`src/rtl/seg595_scan_if.sv`:
```
// Bundle of the scan-control inputs and 74HC595 drive outputs for seg595_scan.
interface seg595_scan_if #(
    parameter int DIGITS = 8
) ();
    logic                  en;
    logic [4*DIGITS-1:0]   value;
    logic [DIGITS-1:0]     dp;
    logic [DIGITS-1:0]     blank;
    logic                  ds;
    logic                  shclk;
    logic                  stclk;
    logic                  frame_done;

    modport master (
        output en, value, dp, blank,
        input  ds, shclk, stclk, frame_done
    );

    modport slave (
        input  en, value, dp, blank,
        output ds, shclk, stclk, frame_done
    );
endinterface

```
`src/rtl/seg595_scan.sv`:
```
// Multiplexed 7-segment scanner: serialises {digit select, segment byte} into a
// 74HC595 chain one digit per frame, latches it and holds it for HOLD cycles.
module seg595_scan #(
    parameter int DIGITS  = 8,
    parameter int DIV     = 4,
    parameter int HOLD    = 1000,
    parameter bit SEG_INV = 1'b1,
    parameter bit SEL_INV = 1'b0
) (
    input  logic            clk,
    input  logic            rst_n,
    seg595_scan_if.slave    bus
);

    localparam int FB   = 8 + DIGITS;
    localparam int MAXC = (DIV > HOLD) ? DIV : HOLD;
    localparam int CW   = $clog2(MAXC + 1);
    localparam int BW   = $clog2(FB + 1);
    localparam int IW   = (DIGITS > 1) ? $clog2(DIGITS) : 1;

    typedef enum logic [2:0] {
        ST_IDLE  = 3'd0,
        ST_SH_LO = 3'd1,
        ST_SH_HI = 3'd2,
        ST_LATCH = 3'd3,
        ST_HOLD  = 3'd4
    } state_t;

    state_t                state_q, state_d;
    logic [CW-1:0]         cnt_q, cnt_d;
    logic [BW-1:0]         bit_q, bit_d;
    logic [IW-1:0]         idx_q, idx_d;
    logic [FB-1:0]         shreg_q, shreg_d;
    logic [4*DIGITS-1:0]   shv_q, shv_d;
    logic [DIGITS-1:0]     shdp_q, shdp_d;
    logic [DIGITS-1:0]     shbl_q, shbl_d;
    logic                  ds_q, ds_d;
    logic                  shclk_q, shclk_d;
    logic                  stclk_q, stclk_d;
    logic                  fdone_q, fdone_d;

    logic                  load_s;
    logic [IW-1:0]         load_idx_s;
    logic [4*DIGITS-1:0]   src_v_s;
    logic [DIGITS-1:0]     src_dp_s;
    logic [DIGITS-1:0]     src_bl_s;

    function automatic logic [6:0] hex7(input logic [3:0] nib);
        logic [6:0] s;
        case (nib)
            4'h0:    s = 7'h3F;
            4'h1:    s = 7'h06;
            4'h2:    s = 7'h5B;
            4'h3:    s = 7'h4F;
            4'h4:    s = 7'h66;
            4'h5:    s = 7'h6D;
            4'h6:    s = 7'h7D;
            4'h7:    s = 7'h07;
            4'h8:    s = 7'h7F;
            4'h9:    s = 7'h6F;
            4'hA:    s = 7'h77;
            4'hB:    s = 7'h7C;
            4'hC:    s = 7'h39;
            4'hD:    s = 7'h5E;
            4'hE:    s = 7'h79;
            4'hF:    s = 7'h71;
            default: s = 7'h00;
        endcase
        return s;
    endfunction

    function automatic logic [FB-1:0] build_frame(input logic [3:0] nib, input logic dpb,
                                                  input logic blk, input logic [IW-1:0] ix);
        logic [7:0]        seg;
        logic [DIGITS-1:0] sel;
        seg = blk ? 8'h00 : {dpb, hex7(nib)};
        if (SEG_INV) seg = ~seg;
        else         seg = seg;
        sel = DIGITS'(1) << ix;
        if (SEL_INV) sel = ~sel;
        else         sel = sel;
        return {sel, seg};
    endfunction

    // Next-state, frame loading and registered-output decode.
    always_comb begin
        state_d    = state_q;
        cnt_d      = cnt_q;
        bit_d      = bit_q;
        idx_d      = idx_q;
        shreg_d    = shreg_q;
        shv_d      = shv_q;
        shdp_d     = shdp_q;
        shbl_d     = shbl_q;
        load_s     = 1'b0;
        load_idx_s = idx_q;
        src_v_s    = shv_q;
        src_dp_s   = shdp_q;
        src_bl_s   = shbl_q;

        case (state_q)
            ST_IDLE: begin
                if (bus.en) begin
                    load_s  = 1'b1;
                    state_d = ST_SH_LO;
                    cnt_d   = '0;
                    bit_d   = '0;
                end else begin
                    state_d = ST_IDLE;
                end
            end
            ST_SH_LO: begin
                if (cnt_q == CW'(DIV - 1)) begin
                    cnt_d   = '0;
                    state_d = ST_SH_HI;
                end else begin
                    cnt_d = cnt_q + CW'(1);
                end
            end
            ST_SH_HI: begin
                if (cnt_q == CW'(DIV - 1)) begin
                    cnt_d   = '0;
                    shreg_d = shreg_q << 1;
                    bit_d   = bit_q + BW'(1);
                    if (bit_q == BW'(FB - 1)) state_d = ST_LATCH;
                    else                      state_d = ST_SH_LO;
                end else begin
                    cnt_d = cnt_q + CW'(1);
                end
            end
            ST_LATCH: begin
                if (cnt_q == CW'(DIV - 1)) begin
                    cnt_d   = '0;
                    state_d = ST_HOLD;
                end else begin
                    cnt_d = cnt_q + CW'(1);
                end
            end
            ST_HOLD: begin
                if (cnt_q == CW'(HOLD - 1)) begin
                    cnt_d = '0;
                    idx_d = (idx_q == IW'(DIGITS - 1)) ? '0 : idx_q + IW'(1);
                    if (bus.en) begin
                        load_s     = 1'b1;
                        load_idx_s = idx_d;
                        bit_d      = '0;
                        state_d    = ST_SH_LO;
                    end else begin
                        state_d = ST_IDLE;
                    end
                end else begin
                    cnt_d = cnt_q + CW'(1);
                end
            end
            default: begin
                state_d = ST_IDLE;
                cnt_d   = '0;
                bit_d   = '0;
            end
        endcase

        // Digit 0 opens a scan pass: take a fresh snapshot so the pass is never torn.
        if (load_s) begin
            if (load_idx_s == '0) begin
                src_v_s  = bus.value;
                src_dp_s = bus.dp;
                src_bl_s = bus.blank;
                shv_d    = bus.value;
                shdp_d   = bus.dp;
                shbl_d   = bus.blank;
            end else begin
                src_v_s  = shv_q;
                src_dp_s = shdp_q;
                src_bl_s = shbl_q;
            end
            shreg_d = build_frame(src_v_s[{load_idx_s, 2'b00} +: 4], src_dp_s[load_idx_s],
                                  src_bl_s[load_idx_s], load_idx_s);
        end else begin
            shreg_d = shreg_d;
        end

        ds_d    = ((state_d == ST_SH_LO) || (state_d == ST_SH_HI)) ? shreg_d[FB-1] : 1'b0;
        shclk_d = (state_d == ST_SH_HI);
        stclk_d = (state_d == ST_LATCH);
        fdone_d = (state_d == ST_HOLD) && (cnt_d == CW'(HOLD - 1));
    end

    // State, datapath and output registers.
    always_ff @(posedge clk or negedge rst_n) begin
        if (!rst_n) begin
            state_q <= ST_IDLE;
            cnt_q   <= '0;
            bit_q   <= '0;
            idx_q   <= '0;
            shreg_q <= '0;
            shv_q   <= '0;
            shdp_q  <= '0;
            shbl_q  <= '0;
            ds_q    <= 1'b0;
            shclk_q <= 1'b0;
            stclk_q <= 1'b0;
            fdone_q <= 1'b0;
        end else begin
            state_q <= state_d;
            cnt_q   <= cnt_d;
            bit_q   <= bit_d;
            idx_q   <= idx_d;
            shreg_q <= shreg_d;
            shv_q   <= shv_d;
            shdp_q  <= shdp_d;
            shbl_q  <= shbl_d;
            ds_q    <= ds_d;
            shclk_q <= shclk_d;
            stclk_q <= stclk_d;
            fdone_q <= fdone_d;
        end
    end

    assign bus.ds         = ds_q;
    assign bus.shclk      = shclk_q;
    assign bus.stclk      = stclk_q;
    assign bus.frame_done = fdone_q;

endmodule
```
`src/flat_wrapper.sv`:
```
// flat-port wrapper written by rule: the top's interface ports become plain ports
module seg595_scan_flat 
#(
    parameter int DIGITS  = 8,
    parameter int DIV     = 4,
    parameter int HOLD    = 1000,
    parameter bit SEG_INV = 1'b1,
    parameter bit SEL_INV = 1'b0
)
  (clk, rst_n, bus_en, bus_value, bus_dp, bus_blank, bus_ds, bus_shclk, bus_stclk, bus_frame_done);
  seg595_scan_if #(.DIGITS(DIGITS)) bus_i ();
  input  logic clk;
  input  logic rst_n;
  input wire logic [$bits(bus_i.en)-1:0] bus_en;
  input wire logic [$bits(bus_i.value)-1:0] bus_value;
  input wire logic [$bits(bus_i.dp)-1:0] bus_dp;
  input wire logic [$bits(bus_i.blank)-1:0] bus_blank;
  output wire logic [$bits(bus_i.ds)-1:0] bus_ds;
  output wire logic [$bits(bus_i.shclk)-1:0] bus_shclk;
  output wire logic [$bits(bus_i.stclk)-1:0] bus_stclk;
  output wire logic [$bits(bus_i.frame_done)-1:0] bus_frame_done;
  assign bus_i.en = bus_en;
  assign bus_i.value = bus_value;
  assign bus_i.dp = bus_dp;
  assign bus_i.blank = bus_blank;
  assign bus_ds = bus_i.ds;
  assign bus_shclk = bus_i.shclk;
  assign bus_stclk = bus_i.stclk;
  assign bus_frame_done = bus_i.frame_done;
  seg595_scan #(.DIGITS(DIGITS), .DIV(DIV), .HOLD(HOLD), .SEG_INV(SEG_INV), .SEL_INV(SEL_INV)) u_core (.clk(clk), .rst_n(rst_n), .bus(bus_i));
endmodule
```
`config.mk`:
```
export PLATFORM = sky130hd
export DESIGN_NAME = seg595_scan_flat
export DESIGN_NICKNAME = d
export VERILOG_FILES = /design/src/rtl/seg595_scan_if.sv /design/src/rtl/seg595_scan.sv /design/src/flat_wrapper.sv
export SDC_FILE = /design/constraint.sdc
export NUM_CORES = 1
export LEC_CHECK = 0
export BUFFER_PORTS_ARGS = -buffer_cell sky130_fd_sc_hd__buf_4
export CORE_ASPECT_RATIO = 1.75
export CORE_UTILIZATION = 44
export CTS_CLUSTER_DIAMETER = 200
export DETAILED_ROUTE_END_ITERATION = 16
export PLACE_DENSITY = 0.72
export SLEW_MARGIN = 10
export SYNTH_ARGS = -nofsm -noshare
export SYNTH_HDL_FRONTEND = slang
export SYNTH_SLANG_ARGS = --single-unit
```
`constraint.sdc`:
```
create_clock -name clk -period 8.4 [get_ports clk]
set_input_delay 1.68 -clock clk [delete_from_list [all_inputs] [get_ports clk]]
set_output_delay 1.68 -clock clk [all_outputs]
set_load 0.05 [all_outputs]
```
==> impl_metrics.json <==
{
  "synth_top_family_by_area": "multiplexers",
  "cp-startpoint": "bus_en",
  "cp-end-kind": "flop",
  "yosysUniqueCellTypes": 67,
  "fin_setup_tns_ps": 0,
  "vias": 3635,
  "finalHoldViolations": 0,
  "cts_resized": 0,
  "whs_endpoint": "u_core.shreg_q[7]",
  "worstSkewPairLatency_ps": 340,
  "cts_max_path_buffers": 2,
  "synthTopCellsByArea": "dfrtp_1 43%, mux2_2 11%, nand2_1 4.1%",
  "cts_setup_buffers": 0,
  "syn-num-nets": 511,
  "avgSynthCellArea_sq_um": 10.68,
  "route.antenna.remaining_nets": 0,
  "hold_class": "reg2reg",
  "drive_above_1_share_pct": 27.91,
  "clock_sinks": 83,
  "yosys-top-cells-count": "83 x dfrtp_1, 52 x nand2_1, 45 x mux2_2, 27 x o21ai_0, 21 x nor2_1",
  "synth-seq-area-share_pct": 43.33,
  "synth_largest_area_cell": "dfrtp_1",
  "fin_crit_ps": 4637,
  "grt_usage_pct": 20.45,
  "ys_async_sr_fraction_pct": 100.0,
  "fin_crit_sh_pct": 55.21,
  "rrSetupSlack_ps": 4440,
  "grt_max_degree": 84,
  "vdd_drop_max_mv": 0.1240,
  "synth.area.mux_share_pct": 19.86,
  "synth_fa_ha_area_share_pct": 2.871,
  "slew_headroom_pct": 30.81,
  "fp-row-count": 50,
  "cts_root_buffer": "clkbuf_16",
  "ys.flop_type": "dfrtp_1",
  "fin_total_pwr_uw": 866.2,
  "synth-seq-cells": 83,
  "worstSetupPathType": "in2reg",
  "die_x_um": 80.90,
  "area_growth_pct": 16.31,
  "vias_per_cell": 5.788,
  "reg2reg_from": "u_core.idx_q[0]",
  "r2r_cells": 8,
  "hold_path.startpoint": "u_core.shreg_q[7]",
  "wl_um": 10470,
  "start_util_pct": 45.07,
  "synth.top_cell.area_share_pct": 43.33,
  "htree_num_levels": 3,
  "synth_compound_gate_area_share_pct": 12.84,
  "ios": 55,
  "antenna_found_initial": 0,
  "synthesis.area_sq_um": 4793,
  "die-area_sq_um": 11330,
  "synth_most_common_cell": "dfrtp_1",
  "maxCapViolations": 0,
  "cts.hold.buffers_added": 0,
  "coreArea_sq_um": 10640,
  "hpwl_um": 7560,
  "hold_path_depth": 2,
  "yosys.area_share.simple_pct": 15.51,
  "drtIter0Drc": 223,
  "yosys.area_share.xor_xnor_pct": 1.462,
  "grt_pass1_vias": 3745,
  "start_kind": "input port",
  "critPathRequiredTime_ps": 8580,
  "first_pass_iters": 4,
  "globalRouteOverflowTotal": 0,
  "p_leak_uw": 0.002577,
  "p_per_area_nw_per_um2": 155.4,
  "diodes": 0,
  "yosys_warnings": 0,
  "io_buffers": 54,
  "gp_congestion": 0.8564,
  "wl_per_cell_um": 16.66,
  "tightest_slew_ps": 1038,
  "finalSetupViolations": 0,
  "synth_edf_count": 0,
  "clkTransAtPathRegs_ps": 60,
  "fin_worst_skew_ps": 7.910,
  "outcome": "completed",
  "dieHeight_um": 140.1,
  "cp.arrival_ps": 4820,
  "cts_tree": "built",
  "fmax_mhz": 215.6,
  "fillCellCount": 959,
  "rsz0062_at_grt": "no",
  "synth_cells": 449,
  "r2r-end": "u_core.shv_q[29]",
  "grt_pass1_wl_um": 17870,
  "drc": 0,
  "maxSlewViolCount": 0,
  "critPathMaxFanout": 19,
  "nNetsFinal": 555,
  "cts_buffers": 9
}
==> kinds of logic after synthesis <==
group                    after synthesis
flip-flops                            83
adder cells (fa/ha/maj)               11
AND/OR/NAND/NOR                      138
AO/OA/AOI/OAI                         91
multiplexers                          79
buffers and inverters                 39
XOR/XNOR                               8
==> sequential cells by signal, summed over array words and instances (netlist names) <==
signal / count
u_core.bus.stclk: 1
u_core.state_q: 3
u_core.bit_q: 5
u_core.bus.ds: 1
u_core.shbl_q: 7
u_core.cnt_q: 10
u_core.shdp_q: 7
u_core.shv_q: 28
u_core.shreg_q: 16
u_core.bus.shclk: 1
u_core.idx_q: 3
u_core.bus.frame_done: 1
==> layout make-up <==
type	count	area, sq um	area share (%)
Timing Repair Buffer	58	435.4	7.810
Multi-Input combinational cell	327	2520	45.20
Clock buffer	9	225.2	4.039
Clock inverter	7	102.6	1.840
Tap cell	130	162.7	2.917
Sequential cell	83	2077	37.25
Inverter	14	52.55	0.9425
==> worst max-delay path: stages <==
cell and delay, ps:
buf_4 110, and3_1 150, and4bb_1 730, mux2_2 510
o31ai_1 650, inv_1 200, ha_1 260, mux2_2 260
a22oi_1 190, a32oi_1 80
==> through the flow <==
step                utilization, %  hold slack [ps]  worst slack, ps  cell area [sq um]  instances
floorplan                        -            449.6             4284               4793        449
CTS                          52.42            497.4             3776               5575        628
global placement             49.34            473.6             3545               5248        612
global route                 52.42            516.4             3501               5575        628
finish                       52.42            498.9             3763               5575        628
detailed placement           49.34            483.5             3422               5248        612
==> worst max-delay path by stage <==
stage	to	slack, ps	cells after the start
3_3_place_gp	u_core.shreg_q[6]	3550	10
3_5_place_dp	u_core.shreg_q[6]	3420	10
5_1_grt	u_core.shreg_q[6]	3500	10
4_1_cts	u_core.shreg_q[6]	3780	10
6_report	u_core.shreg_q[6]	3760	10
2_1_floorplan	u_core.shreg_q[6]	4280	10
==> metal layers <==
layer	global-route usage [%]	vias up	routed length, um
met5	0	-	0
li1	-	1715	-
met2	35.69	102	5738
met4	10.24	0	328
met3	3.388	23	385
met1	23.40	1795	4012
==> report_power, final <==
group          internal [uW]  total, uW  switching (uW)
sequential               400        400               0
clock                    262        425             163
combinational           21.3       41.6            20.3
==> cells in the final DEF, fill, tap and decap left out, types with 4 or more instances in the layout <==
cell type  netlist  final
nand2_1         52     52
and3_1           7      7
mux2_2          45     45
dfrtp_1         83     83
o21ai_0         27     27
mux2i_1         17     17
nor2_1          21     21
nand3_1         11     11
inv_1           14     14
xor2_1           4      4
mux4_2           7      7
xnor2_1          4      4
ha_1            11     11
clkbuf_16        0      9
a31oi_1          7      7
clkinv_4         0      4
o22ai_1          4      4
nor3_1           5      5
nor2b_1          7      7
mux2_1           8      8
buf_4            4     58
a21oi_1         18     18
nand2b_1        12     12
(Power assumes the default switching activity.)
